$ cat src/rtl/tc_pkg.sv
// rtl/tc_pkg.sv - shared encodings for the memory-mapped countdown timer
package tc_pkg;

    // Timer sequencer states
    typedef enum logic [1:0] {
        ST_IDLE = 2'd0,
        ST_LOAD = 2'd1,
        ST_CNT  = 2'd2,
        ST_INT  = 2'd3
    } tc_state_e;

    // Register word offsets (byte address bits [3:2])
    localparam logic [1:0] ADDR_CTRL   = 2'd0;
    localparam logic [1:0] ADDR_PRESET = 2'd1;
    localparam logic [1:0] ADDR_COUNT  = 2'd2;

    // CTRL bit positions
    localparam int CTRL_EN      = 0;
    localparam int CTRL_MODE_LO = 1;
    localparam int CTRL_MODE_HI = 2;
    localparam int CTRL_IM      = 3;

    // MODE field encodings
    localparam logic [1:0] MODE_ONESHOT = 2'b00;
    localparam logic [1:0] MODE_RELOAD  = 2'b01;

    // Only the exact reload encoding auto-reloads; every other value is one-shot
    function automatic logic is_reload(input logic [1:0] mode);
        return (mode == MODE_RELOAD) && (mode != MODE_ONESHOT);
    endfunction

endpackage

$ cat src/rtl/timer_counter_if.sv
// rtl/timer_counter_if.sv - word-addressed register bus plus interrupt line of the timer
interface timer_counter_if;

    logic [1:0]  addr;
    logic        we;
    logic [31:0] din;
    logic [31:0] dout;
    logic        irq;

    modport master (output addr, output we, output din, input dout, input irq);
    modport slave  (input addr, input we, input din, output dout, output irq);

endinterface

$ cat src/rtl/timer_counter.sv
// rtl/timer_counter.sv - countdown timer with one-shot/auto-reload irq (TIMER_COUNTER_MODE1_EN enables reload)
module timer_counter
    import tc_pkg::*;
#(
    parameter logic [31:0] RESET_PRESET = 32'd0
) (
    input  logic          clk,
    input  logic          reset,
    timer_counter_if.slave bus
);

    logic [3:0]  ctrl_q;
    logic [31:0] preset_q;
    logic [31:0] count_q;
    logic [31:0] count_d;
    logic        irq_flag_q;
    logic        irq_flag_d;
    logic        en_clr;
    logic        reload_mode;
    tc_state_e   state_q;
    tc_state_e   state_d;

    logic        ctrl_wr;
    logic        preset_wr;

    assign ctrl_wr   = bus.we && (bus.addr == ADDR_CTRL);
    assign preset_wr = bus.we && (bus.addr == ADDR_PRESET);

`ifdef TIMER_COUNTER_MODE1_EN
    assign reload_mode = is_reload(ctrl_q[CTRL_MODE_HI:CTRL_MODE_LO]);
`else
    // MODE is still stored and read back, but never changes behaviour
    assign reload_mode = 1'b0;
`endif

    // Sequencer state, count and interrupt flag
    always_ff @(posedge clk) begin
        if (reset) begin
            state_q    <= ST_IDLE;
            count_q    <= 32'd0;
            irq_flag_q <= 1'b0;
        end else begin
            state_q    <= state_d;
            count_q    <= count_d;
            irq_flag_q <= irq_flag_d;
        end
    end

    // Next state: load, count down to 1, then raise the flag on the final step
    always_comb begin
        state_d    = state_q;
        count_d    = count_q;
        irq_flag_d = irq_flag_q;
        en_clr     = 1'b0;
        case (state_q)
            ST_IDLE: begin
                if (ctrl_q[CTRL_EN]) begin
                    irq_flag_d = 1'b0;
                    state_d    = ST_LOAD;
                end
            end
            ST_LOAD: begin
                count_d = preset_q;
                state_d = ST_CNT;
            end
            ST_CNT: begin
                if (!ctrl_q[CTRL_EN]) begin
                    state_d = ST_IDLE;
                end else if (count_q > 32'd1) begin
                    count_d = count_q - 32'd1;
                end else begin
                    // A preset of 0 lands here too, so it expires like a preset of 1
                    count_d    = 32'd0;
                    irq_flag_d = 1'b1;
                    state_d    = ST_INT;
                end
            end
            ST_INT: begin
                if (reload_mode) begin
                    irq_flag_d = 1'b0;
                end else begin
                    en_clr = 1'b1;
                end
                state_d = ST_IDLE;
            end
            default: state_d = ST_IDLE;
        endcase
    end

    // Software-visible registers; a bus write to CTRL overrides the expiry EN clear
    always_ff @(posedge clk) begin
        if (reset) begin
            ctrl_q   <= 4'd0;
            preset_q <= RESET_PRESET;
        end else begin
            if (ctrl_wr) begin
                ctrl_q <= bus.din[3:0];
            end else if (en_clr) begin
                ctrl_q[CTRL_EN] <= 1'b0;
            end
            if (preset_wr) begin
                preset_q <= bus.din;
            end
        end
    end

    // Read data mux; reserved offset reads zero
    always_comb begin
        bus.dout = 32'd0;
        case (bus.addr)
            ADDR_CTRL:   bus.dout = {28'd0, ctrl_q};
            ADDR_PRESET: bus.dout = preset_q;
            ADDR_COUNT:  bus.dout = count_q;
            default:     bus.dout = 32'd0;
        endcase
    end

    assign bus.irq = ctrl_q[CTRL_IM] & irq_flag_q;

endmodule

$ cat src/flat_wrapper.sv
// flat-port wrapper written by rule: the top's interface ports become plain ports
module timer_counter_flat import tc_pkg::*;
#(
    parameter logic [31:0] RESET_PRESET = 32'd0
)
  (clk, reset, bus_addr, bus_we, bus_din, bus_dout, bus_irq);
  timer_counter_if bus_i ();
  input  logic clk;
  input  logic reset;
  input wire logic [$bits(bus_i.addr)-1:0] bus_addr;
  input wire logic [$bits(bus_i.we)-1:0] bus_we;
  input wire logic [$bits(bus_i.din)-1:0] bus_din;
  output wire logic [$bits(bus_i.dout)-1:0] bus_dout;
  output wire logic [$bits(bus_i.irq)-1:0] bus_irq;
  assign bus_i.addr = bus_addr;
  assign bus_i.we = bus_we;
  assign bus_i.din = bus_din;
  assign bus_dout = bus_i.dout;
  assign bus_irq = bus_i.irq;
  timer_counter #(.RESET_PRESET(RESET_PRESET)) u_core (.clk(clk), .reset(reset), .bus(bus_i));
endmodule
$ cat config.mk
export PLATFORM = sky130hd
export DESIGN_NAME = timer_counter_flat
export DESIGN_NICKNAME = d
export VERILOG_FILES = /design/src/rtl/tc_pkg.sv /design/src/rtl/timer_counter_if.sv /design/src/rtl/timer_counter.sv /design/src/flat_wrapper.sv
export SDC_FILE = /design/constraint.sdc
export NUM_CORES = 1
export LEC_CHECK = 0
export ABC_AREA = 1
export CORE_MARGIN = 2
export CORE_UTILIZATION = 33
export CTS_CLUSTER_SIZE = 20
export DETAILED_ROUTE_END_ITERATION = 12
export PLACE_DENSITY = 0.65
export SLEW_MARGIN = 30
export SYNTH_ARGS = -nofsm -noshare
export SYNTH_HDL_FRONTEND = slang
export SYNTH_SLANG_ARGS = --single-unit
$ cat constraint.sdc
create_clock -name clk -period 2.3 [get_ports clk]
set_clock_uncertainty 0.15 [all_clocks]
set_input_delay 0.46 -clock clk [delete_from_list [all_inputs] [get_ports clk]]
set_output_delay 0.46 -clock clk [all_outputs]
set_load 0.05 [all_outputs]
==> flow_summary_export.csv <==
group,metric,value,unit
yosys,ys_seq_area_frac,0.341,
setup_path,path_cells,"nand2_1 -> inv_1 -> clkdlybuf4s50_1",
cells_and_area,final_cell_mix,"nand2_1, nor2_1, inv_1",
yosys,synth_edf_count,0,
setup_path,worstSetupStartpointType,"flip-flop",
floorplan,initial_core_util,0.335,
floorplan,die_h,116,µm
yosys,syn_avg_cell_area,6.28,µm²
power,power.share.switching,0.253,
yosys,synthArstFlopShare,0,
global_route,grt_pass1_vias,4349,
global_route,grt_overflow,0,
setup_path,arrival,1.58,ns
clocking,htreeDepth,3,
floorplan,core,12500,µm²
sta,drv_slew,0,
clocking,clkTransAtPathRegs,0.06,ns
drt,top_layer_used,"met4",
worst_hold_path,min_from,"u_core.ctrl_q[1]",
floorplan,die_w,116,µm
drt,vias,4450,
setup_path,worstReg2RegEnd,"u_core.count_q[21]",
cells_and_area,drive_above_1_share,0.160,
drt,drt_first_pass_iters,4,
sta,hold_viol_final,0,
yosys,synth_compound_area_frac,0.192,
setup_path,crit_path_top_delay_cell,"clkdlybuf4s50_1",
power,irDropWorstVdd,0.392,mV
setup_path,r2r_start,"u_core.count_q[0]",
placed_design,io_buffer_count,69,
cells_and_area,fillCellCount,1255,
drt,drc_errors,0,
clocking,clk_path_buf_depth,2,
clocking,cts_tree,"done",
power,p_int,2.33,mW
floorplan,ios,70,
drt,wl_met1,5.67,mm
sta,fin_crit_sh,0.952,
power,p_sw,0.790,mW
drt,wl_met3,652,µm
yosys,synth_xor_area_frac,0.0294,
placed_design,dp_hpwl,9.05,mm
yosys,synth_top_family_by_area,"simple AND/OR/NAND/NOR gates",
placed_design,place_congestion,0.964,
run,maxCapViolCount,0,
yosys,synthSimpleGateAreaFrac,0.322,
sta,setup_violations,0,
sta,clock.fmax,0.457,GHz
clocking,cts-root-buf,"clkbuf_16",
placed_design,place_inst,899,
power,power_density,523,nW/µm²
sta,worst_slack,0.110,ns
drt,ant_nets,0,
global_route,grt.total_usage,0.193,
power,seqPwrFrac,0.411,
drt,wl_per_cell,13.5,µm
yosys,synth_cell_types,28,
yosys,ys_ff_latch,71,
setup_path,rrSetupSlack,0.20,ns
setup_path,r2r_cells,11,
sta,rsz0062_at_grt,"no",
drt,vias_per_cell,4.85,
yosys,synthAdderAreaFrac,0.00600,
setup_path,cpPeakStageDelay,0.79,ns
yosys,syn-instance-count,664,
worst_hold_path,holdPathEnd,"u_core.ctrl_q[1]",
power,leakagePower,2.55,nW
placed_design,dp_slack,-0.215,ns
clocking,clock-sinks,71,
setup_path,worst_ep_required_time,1.69,ns
yosys,synth_area,4170,µm²
power,power_frac_comb,0.146,
yosys,ys_warn_count,0,
global_route,grt_max_degree,39,
global_route,grt_antenna_before_repair,0,
cells_and_area,syn_to_final_growth,43.2,%
drt,drt-total-wl,12.4,mm
sta,period_needed,2.19,ns
run_status,outcome,"completed",
sta,worstMarginPinSlew,0.543,ns
cells_and_area,final_cells,917,
worst_hold_path,hold_path.class,"reg -> reg",
clocking,cts_buffers,9,
power,clock_power_share,0.443,
setup_path,cp-end-kind,"primary output",
floorplan,rows,41,
global_route,grt_pass1_wl,20.7,mm
yosys,synthMuxAreaShare,0,
cells_and_area,layout_commonest_cell,"nand2_1",
floorplan,die_area,13600,µm²
yosys,synth_flop_cell,"dfxtp_1",
sta,hold_ws,0.315,ns
cells_and_area,n_antenna_cell,0,
cells_and_area,final_nets,779,
setup_path,critical_path_peak_fanout,3,
sta,relSlewSlack,0.638,
drt,first_iter_violations,231,
yosys,syn_nets,703,
worst_hold_path,holdPathStages,2,
setup_path,path_class,"reg -> out",
drt,wl_met2,5.91,mm
clocking,clock_latency,0.34,ns
==> per-stage QoR <==
step,setup TNS [ns],cell area [µm²],utilization,power (mW)
2_1_floorplan,-0.0540,4170,-,1.55
3_3_place_gp,-5.46,5520,0.443,1.74
3_5_place_dp,-5.78,5520,0.443,1.74
4_1_cts,0,5970,0.479,3.15
5_1_grt,0,5970,0.479,3.24
6_report,0,5970,0.479,3.12
==> how the worst max path moves through the flow <==
stage                            from            endpoint  slack [ns]  cells after the start
floorplan                 bus_addr[0]         bus_dout[0]       -0.03                      5
global route        u_core.count_q[0]  u_core.count_q[11]        0.01                     12
CTS                  u_core.ctrl_q[3]             bus_irq        0.09                      3
detailed placement        bus_addr[0]         bus_dout[0]       -0.21                      8
finish               u_core.ctrl_q[3]             bus_irq        0.11                      3
global placement          bus_addr[0]         bus_dout[7]       -0.22                      7
==> power groups by stage <==
stage	Clock (mW)	Combinational, mW	Sequential [mW]
after global routing	1.46	0.498	1.29
after CTS	1.41	0.458	1.28
final	1.38	0.457	1.28
after global placement	0	0.433	1.31
after floorplan	0	0.241	1.30
after detailed placement	0	0.435	1.31
==> worst max-delay path: cells and delay by family, from the launching register on <==
| family | cells | cell delay, ns |
|---|---|---|
| buffers and inverters | 2 | 0.84 |
| flip-flops | 1 | 0.34 |
| AND/OR/NAND/NOR | 1 | 0.06 |
==> flip-flops by register name, summed over array words and instances (netlist names) <==
register	cells
u_core.count_q	32
u_core.state_q	2
u_core.irq_flag_q	1
u_core.preset_q	32
u_core.ctrl_q	4
==> metal layers <==
metal,vias up,GRT usage
met2,109,0.324
met4,0,0.0444
met1,2040,0.248
li1,2292,-
met5,-,0
met3,9,0.0514
==> final cells by class <==
cell class,instances,area [µm²],share of cell area
sequential,71,1420,0.238
multi-input combinational,475,2440,0.408
timing repair buffer,96,1280,0.214
tap,172,215,0.0360
inverter,87,327,0.0547
clock inverter,4,45.0,0.00754
clock buffer,12,246,0.0413
==> Yosys cell counts (2+ instances only) <==
library cell	instances	area, µm²
nor2_1	89	334
nor2_4	3	33.8
clkbuf_1	24	90.1
dfxtp_1	71	1420
o221ai_1	4	35.0
buf_1	4	15.0
nand3_1	20	100
a21oi_1	37	185
inv_1	85	319
inv_2	2	7.51
buf_6	2	22.5
o21ai_1	13	65.1
nand4_1	5	31.3
nor2_2	5	31.3
nand2_1	197	739
ha_1	2	25.0
o22ai_1	37	231
xor2_1	13	114
o21ai_0	7	35.0
nand2_2	5	31.3
a211oi_1	32	240
==> what timing repair did <==
| item | CTS | global route |
|---|---|---|
| setup buffers | 2 | 0 |
| resized for setup | 31 | 0 |
| endpoints found under the setup margin | 32 | 0 |
| hold buffers | 0 | 0 |
==> logic make-up (layout without fill, tap and decap cells) <==
family	Yosys count	count (layout)
buffers and inverters	118	199
DFF	71	71
AOI/OAI and AO/OA	131	131
and+or+nand+nor	328	328
adders and majority gates	2	2
xor gates and xnor gates	14	14
Note: power is estimated with default switching activity, not from simulation.
